[src/rtl/ex_muldiv_unit.sv]
// Iterative RV32M multiply/divide unit for the EX stage.
// Radix-2 shift-add multiply and restoring divide over 32 cycles, with a one-cycle fast path for divide corner cases.
module ex_muldiv_unit (
  input  logic        clk,
  input  logic        reset,
  input  logic        StartE,
  input  logic [2:0]  funct3E,
  input  logic [31:0] SrcAE,
  input  logic [31:0] SrcBE,
  input  logic [4:0]  RdE,
  input  logic        FlushE,
  output logic        BusyE,
  output logic        DoneE,
  output logic [31:0] ResultE,
  output logic [4:0]  RdOutE
);

  typedef enum logic [1:0] {
    S_IDLE = 2'd0,
    S_RUN  = 2'd1,
    S_DONE = 2'd2
  } state_t;

  state_t      state_q;
  logic [4:0]  cnt_q;
  logic [63:0] acc_q;
  logic [31:0] opb_q;
  logic [2:0]  op_q;
  logic        neg_q;
  logic [4:0]  rd_q;
  logic        done_q;
  logic [31:0] result_q;
  logic [4:0]  rdout_q;

  function automatic logic [31:0] mag32(input logic [31:0] x, input logic neg);
    mag32 = neg ? (32'd0 - x) : x;
  endfunction

  logic        a_sgn_s, b_sgn_s, sa_s, sb_s, neg_s;
  logic [31:0] mag_a_s, mag_b_s;
  logic        div0_s, ovf_s, fast_s;
  logic [31:0] fast_res_s;

  assign a_sgn_s = (funct3E == 3'b001) || (funct3E == 3'b010) ||
                   (funct3E == 3'b100) || (funct3E == 3'b110);
  assign b_sgn_s = (funct3E == 3'b001) || (funct3E == 3'b100) || (funct3E == 3'b110);
  assign sa_s    = a_sgn_s & SrcAE[31];
  assign sb_s    = b_sgn_s & SrcBE[31];
  assign mag_a_s = mag32(SrcAE, sa_s);
  assign mag_b_s = mag32(SrcBE, sb_s);
  // Remainders follow the dividend sign; everything else follows the sign product.
  assign neg_s   = (funct3E[2] & funct3E[1]) ? sa_s : (sa_s ^ sb_s);
  assign div0_s  = funct3E[2] && (SrcBE == 32'd0);
  assign ovf_s   = funct3E[2] && !funct3E[0] &&
                   (SrcAE == 32'h8000_0000) && (SrcBE == 32'hFFFF_FFFF);
  assign fast_s  = div0_s || ovf_s;

  // Fast-path result for divide-by-zero and signed overflow.
  always_comb begin
    fast_res_s = 32'd0;
    if (div0_s) begin
      fast_res_s = funct3E[1] ? SrcAE : 32'hFFFF_FFFF;
    end else if (ovf_s) begin
      fast_res_s = funct3E[1] ? 32'd0 : 32'h8000_0000;
    end else begin
      fast_res_s = 32'd0;
    end
  end

  logic [32:0] mul_sum_s;
  logic [32:0] div_top_s;
  logic [31:0] div_diff_s;
  logic        div_ge_s;
  logic [63:0] step_s;
  logic [63:0] prod_s;
  logic [31:0] quot_s, rem_s, final_s;

  assign mul_sum_s  = {1'b0, acc_q[63:32]} + (acc_q[0] ? {1'b0, opb_q} : 33'd0);
  assign div_top_s  = acc_q[63:31];
  assign div_ge_s   = div_top_s >= {1'b0, opb_q};
  assign div_diff_s = div_top_s[31:0] - opb_q;

  // One radix-2 iteration: acc holds {partial, multiplier} or {remainder, dividend/quotient}.
  always_comb begin
    step_s = acc_q;
    if (!op_q[2]) begin
      step_s = {mul_sum_s, acc_q[31:1]};
    end else if (div_ge_s) begin
      step_s = {div_diff_s, acc_q[30:0], 1'b1};
    end else begin
      step_s = {div_top_s[31:0], acc_q[30:0], 1'b0};
    end
  end

  assign prod_s = neg_q ? (64'd0 - step_s) : step_s;
  assign quot_s = neg_q ? (32'd0 - step_s[31:0]) : step_s[31:0];
  assign rem_s  = neg_q ? (32'd0 - step_s[63:32]) : step_s[63:32];

  // Select the architectural result once the last iteration completes.
  always_comb begin
    final_s = 32'd0;
    case (op_q)
      3'b000:                 final_s = prod_s[31:0];
      3'b001, 3'b010, 3'b011: final_s = prod_s[63:32];
      3'b100, 3'b101:         final_s = quot_s;
      3'b110, 3'b111:         final_s = rem_s;
      default:                final_s = 32'd0;
    endcase
  end

  // Control FSM with operand, accumulator and output registers.
  always_ff @(posedge clk or negedge reset) begin
    if (!reset) begin
      state_q  <= S_IDLE;
      cnt_q    <= 5'd0;
      acc_q    <= 64'd0;
      opb_q    <= 32'd0;
      op_q     <= 3'd0;
      neg_q    <= 1'b0;
      rd_q     <= 5'd0;
      done_q   <= 1'b0;
      result_q <= 32'd0;
      rdout_q  <= 5'd0;
    end else begin
      done_q <= 1'b0;
      if (FlushE) begin
        state_q <= S_IDLE;
      end else begin
        case (state_q)
          S_IDLE: begin
            if (StartE) begin
              op_q  <= funct3E;
              opb_q <= mag_b_s;
              neg_q <= neg_s;
              rd_q  <= RdE;
              cnt_q <= 5'd0;
              acc_q <= {32'd0, mag_a_s};
              if (fast_s) begin
                state_q  <= S_DONE;
                done_q   <= 1'b1;
                result_q <= fast_res_s;
                rdout_q  <= RdE;
              end else begin
                state_q <= S_RUN;
              end
            end else begin
              state_q <= S_IDLE;
            end
          end
          S_RUN: begin
            acc_q <= step_s;
            cnt_q <= cnt_q + 5'd1;
            if (cnt_q == 5'd31) begin
              state_q  <= S_DONE;
              done_q   <= 1'b1;
              result_q <= final_s;
              rdout_q  <= rd_q;
            end else begin
              state_q <= S_RUN;
            end
          end
          S_DONE:  state_q <= S_IDLE;
          default: state_q <= S_IDLE;
        endcase
      end
    end
  end

  assign BusyE   = ((state_q == S_IDLE) && StartE && !FlushE) || (state_q == S_RUN);
  assign DoneE   = done_q;
  assign ResultE = result_q;
  assign RdOutE  = rdout_q;

endmodule

[config.mk]
export PLATFORM = sky130hd
export DESIGN_NAME = ex_muldiv_unit
export DESIGN_NICKNAME = d
export VERILOG_FILES = /design/src/rtl/ex_muldiv_unit.sv
export SDC_FILE = /design/constraint.sdc
export NUM_CORES = 1
export LEC_CHECK = 0
export ABC_AREA = 1
export CORE_ASPECT_RATIO = 2
export CORE_MARGIN = 2
export CORE_UTILIZATION = 58
export DETAILED_ROUTE_END_ITERATION = 16
export MAX_ROUTING_LAYER = met4
export PLACE_DENSITY_LB_ADDON = 0.25
export SLEW_MARGIN = 20
export SYNTH_ARGS = -nofsm -noshare
export SYNTH_HDL_FRONTEND = slang
export SYNTH_SLANG_ARGS = --single-unit
export TNS_END_PERCENT = 30
[constraint.sdc]
create_clock -name clk -period 4.9 [get_ports clk]
set_input_delay 0.98 -clock clk [delete_from_list [all_inputs] [get_ports clk]]
set_output_delay 0.98 -clock clk [all_outputs]
set_load 0.05 [all_outputs]
==> impl_results.md, run 1 <==
* Post-DP Area at between 0.015 and 0.02 mm2
* Grt ovf at 74
* H-tree Lvls at 4
* Cells after Synth at about 2900
* Run Error: [ERROR GRT-0116] Global routing finished with congestion. Check the congestion regions in the DRC Viewer.
* Simple-Gate Fraction of Synth Area at between 40% and 50%
* Seq/Total Area, Yosys at between 20% and 30%
* Vias in the first global route at 22200
* Yosys top cell by area: dfrtp_1
* Most frequent cell after synthesis: nand2_1
* FP Rows at between 80 and 90
* Clock Sinks at around 150
* Yosys warns at 0
* #FFs+latches synth at approximately 150
* First-pass GRT wire length at around 130000 um
* Synth Flop Type: dfrtp_1
* Synth Area in Compound Gates at 15.0%
* Starting Density at 58.8%
* Post-synthesis mux area share at 0%
* Largest net degree at the start of global routing at a little over 80
* Post-Syn Nets at a little over 3000
* Commonest cells post-synth: nand2_1 (852), inv_1 (405), nor2_1 (312)
* Stopped at: global routing
* # IOs at 115
* EDFF count, synth at 0
* Mapped cell area at between 0.015 and 0.02 mm2
* Largest family of logic cells by synthesized area: simple AND/OR/NAND/NOR gates
* Post-DP HPWL at around 64000 um
* Async SR Flop Fraction at between 90% and 100%
* Hold_buf cts at 0
* Synth top area cells: dfrtp_1 (22%), nand2_1 (18%), inv_1 (8.8%)
* Top cell type's share of synthesized area at between 20% and 30%
* XOR/XNOR Fraction of Synth Area at under 10%
* Status: aborted with a tool error
* GRT Total Usage at 57.6%
* Clk buf depth at 2
* Final Wtd Congestion at 1.18
* Count of cell types in the netlist at 57
* Pre-CTS setup slack at 0.279 ns
* Port bufs at around 110
* # Post-CTS Setup Buffers at 0
* Synthesized area per cell at 5.94 um2
* TritonCTS Buffers at 17
* Root buffer cell: clkbuf_16
* Post-CTS Resized at 0
* Die width at roughly 130 um
* Die Ht at about 250 um
* Post-Synth Adder-Cell Area at around 5.4%
metrics by stage:
stage	instances	util, %
after floorplan	2914	-
after global placement	3375	64.8
after detailed placement	3375	64.8
after CTS	3407	66.9
cell families after synthesis:
family,after synthesis
AND/OR/NAND/NOR,1614
buffers and inverters,520
AO/OA/AOI/OAI,457
flip-flops,149
XOR/XNOR,101
adder cells (fa/ha/maj),73
layer usage:
metal  GRT usage (%)  overflow
met1            51.5         0
met2            87.5        40
met3            22.4         0
met4            63.9        34
met5               -         -
==> inputs of run 2 (changes only) <==
Settings changed: CORE_ASPECT_RATIO 2 to unset, CORE_UTILIZATION 58 to 40, MAX_ROUTING_LAYER met4 to unset, PLACE_DENSITY_LB_ADDON 0.25 to 0.15.
==> run 2 against run 1 <==
Against the previous run:
- the flow now finishes without violations
- synthesized cell count unchanged
- area after synthesis unchanged
==> impl_results.md, run 2 <==
* Root buffer cell: clkbuf_16
* DRT iter0 DRCs at 2546
* Core Region at roughly 0.043 mm2
* Synthesized area per cell at 5.94 um2
* P per Cell Area at between 600 and 700 mW/mm2
* Startpoint Class: flop
* EDFF count, synth at 0
* Yosys warns at 0
* Min Tclk post-route at about 4.8 ns
* Worst Hold Class: flop to flop
* Port bufs at approximately 110
* Pwr Total at 13.2 mW
* Commonest non-fill, non-tap cells in the layout: nand2_1 (852), inv_1 (405), nor2_1 (308), nand3_1 (233), o21ai_0 (173)
* Unrepaired setup endpoints after global routing: no
* Max-slew headroom at about a third
* GRT Total Usage at between 30 and 40%
* Hold Vio Cnt, Final at 0
* Post-Syn Nets at about 3100
* Hold Path Depth at 2
* Crit-path max FO at 28
* Clk buf depth at 2
* Routed Antenna Nets at 0
* Cells after Synth at between 2000 and 3000
* Pre-antenna DRT Iters at 6
* Layout area overhead at 15.4%
* Final Wtd Congestion at just under 1
* # nets final at around 3200
* DR vias at 20400
* Non-filler cells, final at about 3600
* Cells after DPL at 3601
* Synth Flop Type: dfrtp_1
* Total of max-cap violations at 0
* Max reg flops at between 60 and 70
* Starting Density at between 40% and 50%
* Die width at between 200 and 250 um
* Final worst-path cycle share at a little over nine tenths
* Crit end category: flop
* Seq/Total Area, Yosys at 21.6%
* N_diodes at 0
* Die Ht at about 210 um
* First-pass GRT wire length at approximately 120000 um
* Pre-CTS setup slack at -0.143 ns
* Grt ovf at 0
* Req. time, crit path at between 5 and 6 ns
* Top cell type's share of synthesized area at approximately 22%
* Yosys top cell by area: dfrtp_1
* Clock transition at the registers of the reported paths at approximately 0.07 ns
* H-tree Lvls at 4
* # IOs at 115
* Die area at approximately 0.045 mm2
* Detailed Route WL at just over 80000 um
* Vias per std cell at about 5.6
* Leakage at 10.1 nW
* Tightest Pin Transition at ~1 ns
* Crit path kind: flop to flop
* Fmax at roughly 210 MHz
* Clock Sinks at about 150
* Synth top area cells: dfrtp_1 (22%), nand2_1 (18%), inv_1 (8.8%)
* Post-Route Setup TNS at 0 ns
* Skew final at between 0.015 and 0.02 ns
* Final worst setup slack at between 0.1 and 0.15 ns
* DRC viols at 0
* Pins Over Slew Limit at 0
* Initial antenna violation count at 1
* Wirelength per Cell at 22.5 um
* Most flops, register: acc_q
* WP data arrival at approximately 5.1 ns
* Async SR Flop Fraction at between 90% and 100%
* Commonest cells post-synth: nand2_1 (852), inv_1 (405), nor2_1 (312)
* Reg2Reg Depth at 24
* Clk Latency, worst-skew pair at between 0.5 and 0.6 ns
* VDD IR max at between 0.0003 and 0.0004 V
* Largest net degree at the start of global routing at approximately 90
* Vias in the first global route at 19200
* Most common cell after layout, fill and taps aside: nand2_1
* Ratio of cells with drive above 1 in the final layout at 8.49%
* Final setup violation count at 0
* CTS tree: yes
* Mapped cell area at 0.0173 mm2
* Most frequent cell after synthesis: nand2_1
* TritonCTS Buffers at 17
* #FFs+latches synth at 149
* Status: finished clean
* Count of cell types in the netlist at 57
* FP Rows at 76
* Hold_buf cts at 0
* Final core utilization at a little under half
* Post-DP HPWL at around 66000 um
run 2: cell families (layout without fill, tap and decap cells):
family / Yosys count / after routing / share of synthesized area (%)
fa+ha+maj: 73 / 73 / 5.37
xor+xnor: 101 / 101 / 5.11
compound gates: 457 / 457 / 15.0
flops: 149 / 149 / 21.6
simple gates: 1614 / 1614 / 41.0
buf+inv: 520 / 655 / 12.0
run 2: power by group:
part           internal [mW]  leakage, nW  switching, mW
clock network          0.749        0.279          0.656
logic                   2.88         7.95           6.83
registers               1.65         1.86          0.426
total                   5.28         10.1           7.91
run 2: repair_timing:
action,CTS,global route
gates cloned,0,0
setup buffers,0,0
resized for setup,2,3
setup endpoints to repair,1,19
endpoints found under the hold margin,0,0
run 2: per-stage QoR:
step / hold slack (ns) / cell area [um2]
3_3_place_gp: 0.453 / 19300
4_1_cts: 0.475 / 19900
2_1_floorplan: 0.442 / 17300
6_report: 0.474 / 20000
3_5_place_dp: 0.458 / 19300
5_1_grt: 0.499 / 20000
run 2: path summary, 6_finish.rpt:
| path | start | end | slack [ns] |
|---|---|---|---|
| max reg2reg | opb_q[6] | ResultE[31] | 0.14 |
| min reg2reg | rd_q[0] | rd_q[0] | 0.47 |
| max | opb_q[6] | ResultE[31] | 0.14 |
| max in group asynchronous | reset | ResultE[22] | 3.22 |
| min in group asynchronous | reset | opb_q[26] | 0.53 |
| min | rd_q[0] | rd_q[0] | 0.47 |
run 2: metal layers:
metal	share of wire, %	routed length (um)	track usage, %
met1	46	37700	54.0
met2	41	33600	52.8
met3	9.4	7710	7.77
met4	3.3	2660	13.2
met5	0	0	0
run 2: worst max-delay path, cell delays in order (launching register included):
cell and delay, ns:
dfrtp_1 0.42, inv_1 0.06, ha_1 0.34, nand2_1 0.15, nor2_1 0.23, inv_1 0.11, nor2_2 0.25, nand3_1 0.22
nor2_4 0.15, nor2_4 0.07, buf_12 0.17, nand2_8 0.22, nand2_1 0.13, nand2_1 0.08, nor2_1 0.09, inv_1 0.31
nand2_1 0.10, nor2_1 0.31, nand3_1 0.22, nand2_1 0.19, nand3_1 0.10, nand3_1 0.09, nand3_1 0.34, nand2_1 0.19
a21oi_1 0.08
run 2: layout make-up:
| class | instances | area, um2 |
|---|---|---|
| fill | 4611 | 22900 |
| multi-input combinational | 2245 | 11500 |
| sequential | 149 | 3730 |
| timing repair buffer | 195 | 1780 |
| inverter | 428 | 1610 |
| tap | 585 | 732 |
| clock buffer | 20 | 437 |
| clock inverter | 12 | 131 |
Power figures use the tool's default switching activity.
==> inputs of run 3 (changes only) <==
Settings changed: ABC_CLOCK_PERIOD_IN_PS set to 4900.
==> results of run 3 <==
Final layout, timing and power as in run 2 (identical DEF).
